--- config.mk ---
export PLATFORM = sky130hd
export DESIGN_NAME = pipeline_hazard_ctrl_flat
export DESIGN_NICKNAME = d
export VERILOG_FILES = /design/src/rtl/pipeline_pkg.sv /design/src/rtl/pipeline_hazard_ctrl_if.sv /design/src/rtl/md_busy_counter.sv /design/src/rtl/pipeline_hazard_ctrl.sv /design/src/flat_wrapper.sv
export SDC_FILE = /design/constraint.sdc
export NUM_CORES = 1
export LEC_CHECK = 0
export ABC_AREA = 1
export CAP_MARGIN = 20
export CORE_UTILIZATION = 39
export DETAILED_ROUTE_END_ITERATION = 16
export GPL_ROUTABILITY_DRIVEN = 0
export HOLD_SLACK_MARGIN = 0.05
export PLACE_DENSITY_LB_ADDON = 0.1
export SYNTH_ARGS = -nofsm -noshare
export SYNTH_HDL_FRONTEND = slang
export SYNTH_SLANG_ARGS = --single-unit
--- constraint.sdc ---
create_clock -name clk -period 5.4 [get_ports clk]
set_clock_uncertainty 0.2 [all_clocks]
set_input_delay 1.35 -clock clk [delete_from_list [all_inputs] [get_ports clk]]
set_output_delay 1.35 -clock clk [all_outputs]
set_load 0.01 [all_outputs]
--- src/rtl/pipeline_pkg.sv ---
// Shared types and constants for the pipeline hazard/sequencing control slice.
package pipeline_pkg;

    // Interrupt entry sequencer states.
    typedef enum logic [1:0] {
        IDLE = 2'd0,
        PEND = 2'd1,
        TAKE = 2'd2,
        SVC  = 2'd3
    } irq_state_t;

    // Register r0 is hard-wired to zero, so it can never carry a load-use dependency.
    localparam logic [4:0]  REG_ZERO        = 5'd0;

    // Default interrupt vector address.
    localparam logic [31:0] DEFAULT_IRQ_VEC = 32'h8000_0004;

    // Width of the mul/div busy counter (latencies 1..15).
    localparam int          MD_CNT_W        = 4;

endpackage

--- src/rtl/pipeline_hazard_ctrl_if.sv ---
// Signal bundle between the pipeline datapath and the hazard controller.
// All signals are level-valued and sampled every cycle; there is no valid/ready
// handshake: the datapath presents ID/EX decode info each cycle and obeys the
// stall/flush controls at the very next clock edge.
interface pipeline_hazard_ctrl_if;
    import pipeline_pkg::*;

    // Datapath -> controller
    logic [4:0]  id_rs;
    logic [4:0]  id_rt;
    logic        id_uses_rt;
    logic        id_is_md;
    logic        id_reads_hilo;
    logic        id_jump;
    logic        id_eret;
    logic        ex_memread;
    logic [4:0]  ex_rd;
    logic        ex_branch_taken;
    logic [31:0] ifid_pc;
    logic        irq_in;

    // Controller -> datapath
    logic        pc_stall;
    logic        ifid_stall;
    logic        ifid_flush;
    logic        idex_flush;
    logic        irq_take;
    logic [31:0] irq_vector;
    logic [31:0] epc;
    logic        md_busy;
    logic        in_service;
    irq_state_t  dbg_state;

    // Datapath side
    modport master (
        output id_rs, id_rt, id_uses_rt, id_is_md, id_reads_hilo, id_jump, id_eret,
        output ex_memread, ex_rd, ex_branch_taken, ifid_pc, irq_in,
        input  pc_stall, ifid_stall, ifid_flush, idex_flush, irq_take, irq_vector,
        input  epc, md_busy, in_service, dbg_state
    );

    // Controller side
    modport slave (
        input  id_rs, id_rt, id_uses_rt, id_is_md, id_reads_hilo, id_jump, id_eret,
        input  ex_memread, ex_rd, ex_branch_taken, ifid_pc, irq_in,
        output pc_stall, ifid_stall, ifid_flush, idex_flush, irq_take, irq_vector,
        output epc, md_busy, in_service, dbg_state
    );

endinterface

--- src/rtl/md_busy_counter.sv ---
// Mul/div busy tracker: loads the unit latency on issue, then counts down to zero.
module md_busy_counter
    import pipeline_pkg::*;
#(
    parameter int MD_LAT = 4
) (
    input  logic clk,
    input  logic reset,
    input  logic i_load,
    output logic o_busy
);

    logic [MD_CNT_W-1:0] r_cnt;

    // Load on accepted issue, otherwise decrement toward zero.
    always_ff @(posedge clk) begin
        if (reset) begin
            r_cnt <= '0;
        end else if (i_load) begin
            r_cnt <= MD_CNT_W'(MD_LAT);
        end else if (r_cnt != '0) begin
            r_cnt <= r_cnt - 1'b1;
        end
    end

    assign o_busy = (r_cnt != '0);

endmodule

--- src/rtl/pipeline_hazard_ctrl.sv ---
// Central hazard and sequencing controller: load-use and mul/div stalls,
// branch/jump flushes, and interrupt entry with EPC capture.
module pipeline_hazard_ctrl
    import pipeline_pkg::*;
#(
    parameter int          MD_LAT  = 4,
    parameter logic [31:0] IRQ_VEC = DEFAULT_IRQ_VEC
) (
    input  logic                   clk,
    input  logic                   reset,
    pipeline_hazard_ctrl_if.slave  bus
);

    irq_state_t  r_state;
    logic [31:0] r_epc;
    logic        r_in_service;

    logic w_lu_hz;
    logic w_md_hz;
    logic w_stall;
    logic w_take;
    logic w_take_ok;
    logic w_md_load;
    logic w_md_busy;

    // Hazard detection from the ID/EX instruction pair and mul/div occupancy.
    always_comb begin
        w_lu_hz = bus.ex_memread && (bus.ex_rd != REG_ZERO) &&
                  ((bus.ex_rd == bus.id_rs) ||
                   (bus.id_uses_rt && (bus.ex_rd == bus.id_rt)));
        w_md_hz = w_md_busy && (bus.id_is_md || bus.id_reads_hilo);
        // A taken branch means the ID instruction is on the wrong path anyway.
        w_stall = (w_lu_hz || w_md_hz) && !bus.ex_branch_taken;
        w_take  = (r_state == TAKE);
        // The ID instruction is a safe restart point only when nothing else redirects or holds it.
        w_take_ok = !w_stall && !bus.ex_branch_taken && !bus.id_jump && !w_md_busy;
    end

    // Pipeline control outputs; interrupt entry overrides any hazard.
    always_comb begin
        bus.pc_stall   = w_stall && !w_take;
        bus.ifid_stall = w_stall && !w_take;
        bus.ifid_flush = w_take || bus.ex_branch_taken ||
                         (bus.id_jump && !w_stall);
        bus.idex_flush = w_take || bus.ex_branch_taken || w_stall;
        bus.irq_take   = w_take;
    end

    // A mul/div issues only if its ID instruction actually advances into EX.
    assign w_md_load = bus.id_is_md && !bus.idex_flush;

    md_busy_counter #(
        .MD_LAT (MD_LAT)
    ) u_md_cnt (
        .clk    (clk),
        .reset  (reset),
        .i_load (w_md_load),
        .o_busy (w_md_busy)
    );

    // Interrupt entry sequencer; the request is latched once PEND is reached.
    always_ff @(posedge clk) begin
        if (reset) begin
            r_state      <= IDLE;
            r_epc        <= '0;
            r_in_service <= 1'b0;
        end else begin
            case (r_state)
                IDLE: begin
                    if (bus.irq_in && !r_in_service) begin
                        r_state <= PEND;
                    end
                end
                PEND: begin
                    if (w_take_ok) begin
                        r_state <= TAKE;
                    end
                end
                TAKE: begin
                    // The discarded ID instruction resumes from here after eret.
                    r_epc        <= bus.ifid_pc;
                    r_state      <= SVC;
                    r_in_service <= 1'b1;
                end
                SVC: begin
                    if (bus.id_eret && !w_stall) begin
                        r_state      <= IDLE;
                        r_in_service <= 1'b0;
                    end
                end
                default: begin
                    r_state <= IDLE;
                end
            endcase
        end
    end

    assign bus.irq_vector = IRQ_VEC;
    assign bus.epc        = r_epc;
    assign bus.md_busy    = w_md_busy;
    assign bus.in_service = r_in_service;
    assign bus.dbg_state  = r_state;

endmodule

--- src/flat_wrapper.sv ---
// flat-port wrapper written by rule: the top's interface ports become plain ports
module pipeline_hazard_ctrl_flat import pipeline_pkg::*;
#(
    parameter int          MD_LAT  = 4,
    parameter logic [31:0] IRQ_VEC = DEFAULT_IRQ_VEC
)
  (clk, reset, bus_id_rs, bus_id_rt, bus_id_uses_rt, bus_id_is_md, bus_id_reads_hilo, bus_id_jump, bus_id_eret, bus_ex_memread, bus_ex_rd, bus_ex_branch_taken, bus_ifid_pc, bus_irq_in, bus_pc_stall, bus_ifid_stall, bus_ifid_flush, bus_idex_flush, bus_irq_take, bus_irq_vector, bus_epc, bus_md_busy, bus_in_service, bus_dbg_state);
  pipeline_hazard_ctrl_if bus_i ();
  input  logic clk;
  input  logic reset;
  input wire logic [$bits(bus_i.id_rs)-1:0] bus_id_rs;
  input wire logic [$bits(bus_i.id_rt)-1:0] bus_id_rt;
  input wire logic [$bits(bus_i.id_uses_rt)-1:0] bus_id_uses_rt;
  input wire logic [$bits(bus_i.id_is_md)-1:0] bus_id_is_md;
  input wire logic [$bits(bus_i.id_reads_hilo)-1:0] bus_id_reads_hilo;
  input wire logic [$bits(bus_i.id_jump)-1:0] bus_id_jump;
  input wire logic [$bits(bus_i.id_eret)-1:0] bus_id_eret;
  input wire logic [$bits(bus_i.ex_memread)-1:0] bus_ex_memread;
  input wire logic [$bits(bus_i.ex_rd)-1:0] bus_ex_rd;
  input wire logic [$bits(bus_i.ex_branch_taken)-1:0] bus_ex_branch_taken;
  input wire logic [$bits(bus_i.ifid_pc)-1:0] bus_ifid_pc;
  input wire logic [$bits(bus_i.irq_in)-1:0] bus_irq_in;
  output wire logic [$bits(bus_i.pc_stall)-1:0] bus_pc_stall;
  output wire logic [$bits(bus_i.ifid_stall)-1:0] bus_ifid_stall;
  output wire logic [$bits(bus_i.ifid_flush)-1:0] bus_ifid_flush;
  output wire logic [$bits(bus_i.idex_flush)-1:0] bus_idex_flush;
  output wire logic [$bits(bus_i.irq_take)-1:0] bus_irq_take;
  output wire logic [$bits(bus_i.irq_vector)-1:0] bus_irq_vector;
  output wire logic [$bits(bus_i.epc)-1:0] bus_epc;
  output wire logic [$bits(bus_i.md_busy)-1:0] bus_md_busy;
  output wire logic [$bits(bus_i.in_service)-1:0] bus_in_service;
  output wire logic [$bits(bus_i.dbg_state)-1:0] bus_dbg_state;
  assign bus_i.id_rs = bus_id_rs;
  assign bus_i.id_rt = bus_id_rt;
  assign bus_i.id_uses_rt = bus_id_uses_rt;
  assign bus_i.id_is_md = bus_id_is_md;
  assign bus_i.id_reads_hilo = bus_id_reads_hilo;
  assign bus_i.id_jump = bus_id_jump;
  assign bus_i.id_eret = bus_id_eret;
  assign bus_i.ex_memread = bus_ex_memread;
  assign bus_i.ex_rd = bus_ex_rd;
  assign bus_i.ex_branch_taken = bus_ex_branch_taken;
  assign bus_i.ifid_pc = bus_ifid_pc;
  assign bus_i.irq_in = bus_irq_in;
  assign bus_pc_stall = bus_i.pc_stall;
  assign bus_ifid_stall = bus_i.ifid_stall;
  assign bus_ifid_flush = bus_i.ifid_flush;
  assign bus_idex_flush = bus_i.idex_flush;
  assign bus_irq_take = bus_i.irq_take;
  assign bus_irq_vector = bus_i.irq_vector;
  assign bus_epc = bus_i.epc;
  assign bus_md_busy = bus_i.md_busy;
  assign bus_in_service = bus_i.in_service;
  assign bus_dbg_state = bus_i.dbg_state;
  pipeline_hazard_ctrl #(.MD_LAT(MD_LAT), .IRQ_VEC(IRQ_VEC)) u_core (.clk(clk), .reset(reset), .bus(bus_i));
endmodule
==> out/summary.txt, run 1 <==
Status: complete, no violations
Largest net degree at the start of global routing: 37
Average wire per standard cell: 10.5 um
Antenna cells: 0
Starting Density: 41.5%
Gr usage total: 18.5%
Final Critical Period: 4.79 ns
Critical Path RT: 3.85 ns
IO buf count: 97
Syn Area/Cell: 6.83 um2
TritonCTS Sinks: 39
Core box area: 4850 um2
Hold Crit Depth: 2
HP Class: reg2reg
Cell internal pwr: 0.000804 W
# rows: 25
Drt drc: 0
Net switching power: 0.000460 W
Cell Area, Synth: 2010 um2
Multi-input logic area: 958 um2
Max clock buf depth: 2
Gr ovfl total: 0
Total CTS buffers: 5
WS Path Type: in2out
Layout cells sized above 1: 5.40%
Vias: 1,997
Fin. max-slew vios: 0
WL final: 4780 um
Critical R2R Capture: u_core.bus.in_service
Hold EP: u_core.u_md_cnt.r_cnt[0]
DP HPWL: 3520 um
Chip width: 73.9 um
Post-CTS setup buffers: 0
Final ANT Viol Nets: 0
Worst setup EP type: output port
Synth top area share: 38.8%
Top_reg_cell synth: dfxtp_1
Setup ws final: 0.608 ns
Clock group share of total power: 15.0%
Hold Crit Start: u_core.u_md_cnt.r_cnt[0]
Switching Fraction: 36.4%
Worst Tran Pin Value: 0.908 ns
First-pass GRT wire length: 7800 um
DR iter-0 viols: 105
Worst slew margin: 39.4%
Top cells by area, synth: dfxtp_1, nor2_1, buf_4
Initial antenna violation count: 0
Total die area: 5460 um2
RSZ-0062 raised after global routing: false
Worst-path clk slew: 0.08 ns
Period utilization: 88.7%
Cts hold-fix bufs: 0
Htree depth: 2
CTS Root Buffer Type: clkbuf_8
R2r startpoint: u_core.bus.dbg_state[1]
Place WS: 0.612 ns
Register area share after synthesis: 38.8%
Post-synth top area cell: dfxtp_1
CP Launch Type: primary input
Area Growth Syn to Fin: 48.7%
PwrDens: 422 nW/um2
EDFF count, synth: 0
Vias/cell: 4.38
Setup violations, final: 0
Async SR Flop Fraction: 0%
Storage element area: 781 um2
Post-route setup TNS: 0 ns
Yosys warns: 0
Fin nets: 450
Number of failing hold endpoints at the final stage: 0
Flops & latches, synth: 39
Worst R2R Setup Slack: 2.85 ns
# Max-Cap Violations: 0
TritonCTS clock tree: built
Post_cts resized: 0
Pre-antenna DRT Iters: 4
Netlist cell types: 23
P_leak: 1.39 nW
Fill count: 447
Crit-path max FO: 6
Die span in y: 73.9 um
Later-pin clock latency in the skew report: 0.28 ns
IO Count: 130
Comb power frac: 49.2%
Data arrival time of the critical path: 3.24 ns
Dpl cell area: 2910 um2
Vias in the first global route: 1,768
IR drop worst, VDD: 0.215 mV
Achievable Freq: 209 MHz
Syn Inst Count: 295
Sequential share of power: 35.8%
Finished Cell Area: 3000 um2
Worst reg2reg path depth: 7
[cells in the mapped netlist (2+ instances only)]
cell and n:
buf_4 33, nand2_1 41, a21oi_1 5, o21ai_0 35
ha_1 5, nand2_2 4, dfxtp_1 39, conb_1 2
inv_1 22, inv_2 5, nor2_1 76, clkbuf_1 6
nand3_1 9, nand4_1 2, buf_1 3
[cells by family after synthesis]
group | Yosys count | share of synthesized area [%]
xor+xnor | 1 | 0.435
other cells | 2 | 0.373
flops | 39 | 38.8
fa+ha+maj | 5 | 3.11
simple gates | 135 | 27.0
buf+inv | 70 | 19.3
compound gates | 43 | 11.1
[routing by layer]
layer  track usage, %  share of wire, %  wire, um  vias to the layer above
li1                 -                 -         -                     1028
met1             22.5                45      2130                      880
met2             30.1                46      2220                       83
met3             6.86               7.7       370                        6
met4             6.41               1.2        58                        0
met5                0                 0         0                        -
[critical path, cell delays in order]
cell	delay, ns
clkdlybuf4s50_1	0.54
inv_2	0.04
nand2_1	0.05
nand2_1	0.05
nor2_1	0.12
nand3_1	0.08
nand2_1	0.08
nand2_2	0.06
nand2_2	0.07
nand2_4	0.07
nor2_1	0.16
clkdlybuf4s50_1	0.57
[final cells by class]
type / instances / share of cell area [%]
clock buffer: 6 / 2.42
clock inverter: 2 / 0.418
inverter: 27 / 3.38
multi-input combinational: 216 / 32.0
sequential: 39 / 26.1
tap: 67 / 2.80
timing repair buffer: 99 / 32.9
[registers in the layout (all words and copies together) (netlist names)]
register,flops
u_core.u_md_cnt.r_cnt,4
u_core.bus.dbg_state,2
u_core.bus.in_service,1
u_core.bus.epc,32
[power by group through the flow]
stage	logic [W]	clock network (W)	registers, W
after global placement	0.000622	0	0.000455
final	0.000621	0.000189	0.000453
after floorplan	0.000274	0	0.000500
after detailed placement	0.000626	0	0.000458
after CTS	0.000629	0.000197	0.000454
after global routing	0.000689	0.000214	0.000466
[cells in the final DEF, fill, tap and decap left out, types with 2 or more instances in the layout]
master / Yosys / layout
nand2_1: 41 / 41
nor2_1: 76 / 76
nand4_1: 2 / 2
clkdlybuf4s50_1: 0 / 97
ha_1: 5 / 5
nand3_1: 9 / 9
inv_1: 22 / 22
a21oi_1: 5 / 5
nand2_2: 4 / 4
o21ai_0: 35 / 35
clkbuf_8: 0 / 5
buf_4: 33 / 2
dfxtp_1: 39 / 39
inv_2: 5 / 5
conb_1: 2 / 32
[worst max-delay path by stage]
stage,startpoint,endpoint,slack (ns)
6_report,bus_ex_rd[4],bus_ifid_stall,0.61
5_1_grt,bus_ex_rd[4],bus_ifid_stall,0.48
4_1_cts,bus_ex_rd[4],bus_ifid_stall,0.59
3_5_place_dp,bus_ex_rd[4],bus_ifid_stall,0.61
3_3_place_gp,bus_ex_rd[4],bus_pc_stall,0.65
2_1_floorplan,bus_ex_rd[0],bus_pc_stall,1.62
[stage by stage]
step	total power, W	utilization, %	instances	hold WS (ns)
floorplan	0.000774	-	325	0.251
global placement	0.00108	60.0	448	0.271
detailed placement	0.00108	60.0	448	0.273
CTS	0.00128	61.8	456	0.284
global route	0.00137	61.8	456	0.301
finish	0.00126	61.8	456	0.278
Power figures use the tool's default switching activity.
==> run 2: changes to the inputs <==
--- a/config.mk
+++ b/config.mk
@@ -7,7 +7,9 @@
 export LEC_CHECK = 0
 export ABC_AREA = 1
 export CAP_MARGIN = 20
-export CORE_UTILIZATION = 39
+export CELL_PAD_IN_SITES_DETAIL_PLACEMENT = 0
+export CELL_PAD_IN_SITES_GLOBAL_PLACEMENT = 1
+export CORE_UTILIZATION = 25
 export DETAILED_ROUTE_END_ITERATION = 16
 export GPL_ROUTABILITY_DRIVEN = 0
 export HOLD_SLACK_MARGIN = 0.05
==> out/summary.txt, run 2 (same netlist as run 1, synthesis figures left out) <==
Status: complete, no violations
Antenna cells: 0
Vias in the first global route: 1,880
TritonCTS clock tree: built
Most common cell after layout, fill and taps aside: clkdlybuf4s50_1
# rows: 32
Fin. max-slew vios: 0
DP HPWL: 3860 um
Vias/cell: 4.02
Average wire per standard cell: 10.8 um
Gr usage total: 13.0%
Worst setup EP type: output port
Area Growth Syn to Fin: 53.4%
R2r startpoint: u_core.bus.dbg_state[0]
Setup violations, final: 0
Post-CTS setup buffers: 0
Final Critical Period: 4.83 ns
Hold Crit Depth: 2
Post_cts resized: 0
Net switching power: 0.000480 W
Cts hold-fix bufs: 0
Switching Fraction: 35.7%
CP endpoint: bus_ifid_stall
IR drop worst, VDD: 0.204 mV
Later-pin clock latency in the skew report: 0.29 ns
Htree depth: 2
Number of failing hold endpoints at the final stage: 0
Pre-antenna DRT Iters: 4
Critical path origin: bus_ex_rd[4]
Crit-path max FO: 6
WL final: 5290 um
Worst Tran Pin Value: 0.973 ns
Worst reg2reg path depth: 7
Most frequent cells in the layout: clkdlybuf4s50_1, nor2_1, nand2_1, dfxtp_1, o21ai_0
Comb power frac: 47.4%
First-pass GRT wire length: 8760 um
Cell internal pwr: 0.000862 W
Layout cells sized above 1: 5.66%
Placed insts: 483
P_leak: 1.42 nW
Initial antenna violation count: 0
Core box area: 7770 um2
Total die area: 8420 um2
Post-Route Utilization: 39.8%
Vias: 1,974
Worst R2R Setup Slack: 3.17 ns
DR iter-0 viols: 37
Die span in y: 91.8 um
Drt drc: 0
Max FFs per register: 32
# Max-Cap Violations: 0
Post-route setup TNS: 0 ns
CTS Root Buffer Type: clkbuf_8
Gr ovfl total: 0
Worst-path clk slew: 0.07 ns
RSZ-0062 raised after global routing: false
Critical R2R Capture: u_core.bus.in_service
Post-Layout Cell Count: 491
PwrDens: 434 nW/um2
IO buf count: 97
Max clock buf depth: 2
Period utilization: 89.4%
IO Count: 130
Data arrival time of the critical path: 3.28 ns
Final ANT Viol Nets: 0
HP Class: reg2reg
Achievable Freq: 207 MHz
Total CTS buffers: 5
Worst slew margin: 35.1%
Largest net degree at the start of global routing: 37
Fin nets: 450
TritonCTS Sinks: 39
Starting Density: 25.9%
Sequential share of power: 33.7%
WS Path Type: in2out
CP Launch Type: primary input
Critical Path RT: 3.85 ns
Chip width: 91.8 um
Clock group share of total power: 18.8%
[run 2: changes by cell type in the layout (fill, tap and decap cells not counted), sizes merged]
cell,before,now
clkinv,1,0
clkbuf,6,5
bufinv,0,1
inv,27,28
[run 2: power groups by stage]
stage	clock, W	combinational, W	sequential, W
after floorplan	0	0.000274	0.000500
final	0.000253	0.000636	0.000453
after detailed placement	0	0.000645	0.000459
after CTS	0.000263	0.000649	0.000455
after global placement	0	0.000637	0.000457
after global routing	0.000274	0.000713	0.000469
[run 2: layout make-up]
type	count	area, um2
fillers	841	4680
repair buffers	99	1010
multi-input cells	216	958
flip-flops and latches	39	781
inverters	27	101
clock buffers	5	68.8
well taps	102	128
clock inverters	3	46.3
[run 2: per-layer routing]
layer / track usage (%) / share of wire [%] / wire length, um / up-vias
met1: 16.7 / 46 / 2440 / 867
met2: 20.6 / 45 / 2390 / 71
met5: 0 / 0 / 0 / -
met4: 3.91 / 0.87 / 46 / 0
li1: - / - / - / 1032
met3: 4.64 / 7.8 / 413 / 4
[run 2: per-stage QoR]
| stage | hold slack (ns) | total power (W) | area, um2 | worst slack (ns) |
|---|---|---|---|---|
| 2_1_floorplan | 0.251 | 0.000774 | 2130 | 1.62 |
| 3_3_place_gp | 0.266 | 0.00109 | 2950 | 0.597 |
| 3_5_place_dp | 0.277 | 0.00110 | 2970 | 0.594 |
| 4_1_cts | 0.288 | 0.00137 | 3090 | 0.573 |
| 5_1_grt | 0.307 | 0.00146 | 3090 | 0.426 |
| 6_report | 0.281 | 0.00134 | 3090 | 0.574 |
[run 2: worst max-delay path: stages]
cell and delay [ns]:
clkdlybuf4s50_1 0.55, inv_2 0.04, nand2_1 0.05, nand2_1 0.05
nor2_1 0.13, nand3_1 0.08, nand2_1 0.08, nand2_2 0.05
nand2_2 0.07, nand2_4 0.07, nor2_1 0.18, clkdlybuf4s50_1 0.57
[run 2: worst min-delay path by stage]
stage                                   from  slack [ns]                  endpoint
floorplan           u_core.u_md_cnt.r_cnt[3]        0.25  u_core.u_md_cnt.r_cnt[3]
global placement    u_core.u_md_cnt.r_cnt[0]        0.27  u_core.u_md_cnt.r_cnt[0]
detailed placement  u_core.u_md_cnt.r_cnt[3]        0.28  u_core.u_md_cnt.r_cnt[3]
CTS                 u_core.u_md_cnt.r_cnt[3]        0.29  u_core.u_md_cnt.r_cnt[3]
global route        u_core.u_md_cnt.r_cnt[0]        0.31  u_core.u_md_cnt.r_cnt[0]
finish              u_core.u_md_cnt.r_cnt[3]        0.28  u_core.u_md_cnt.r_cnt[3]
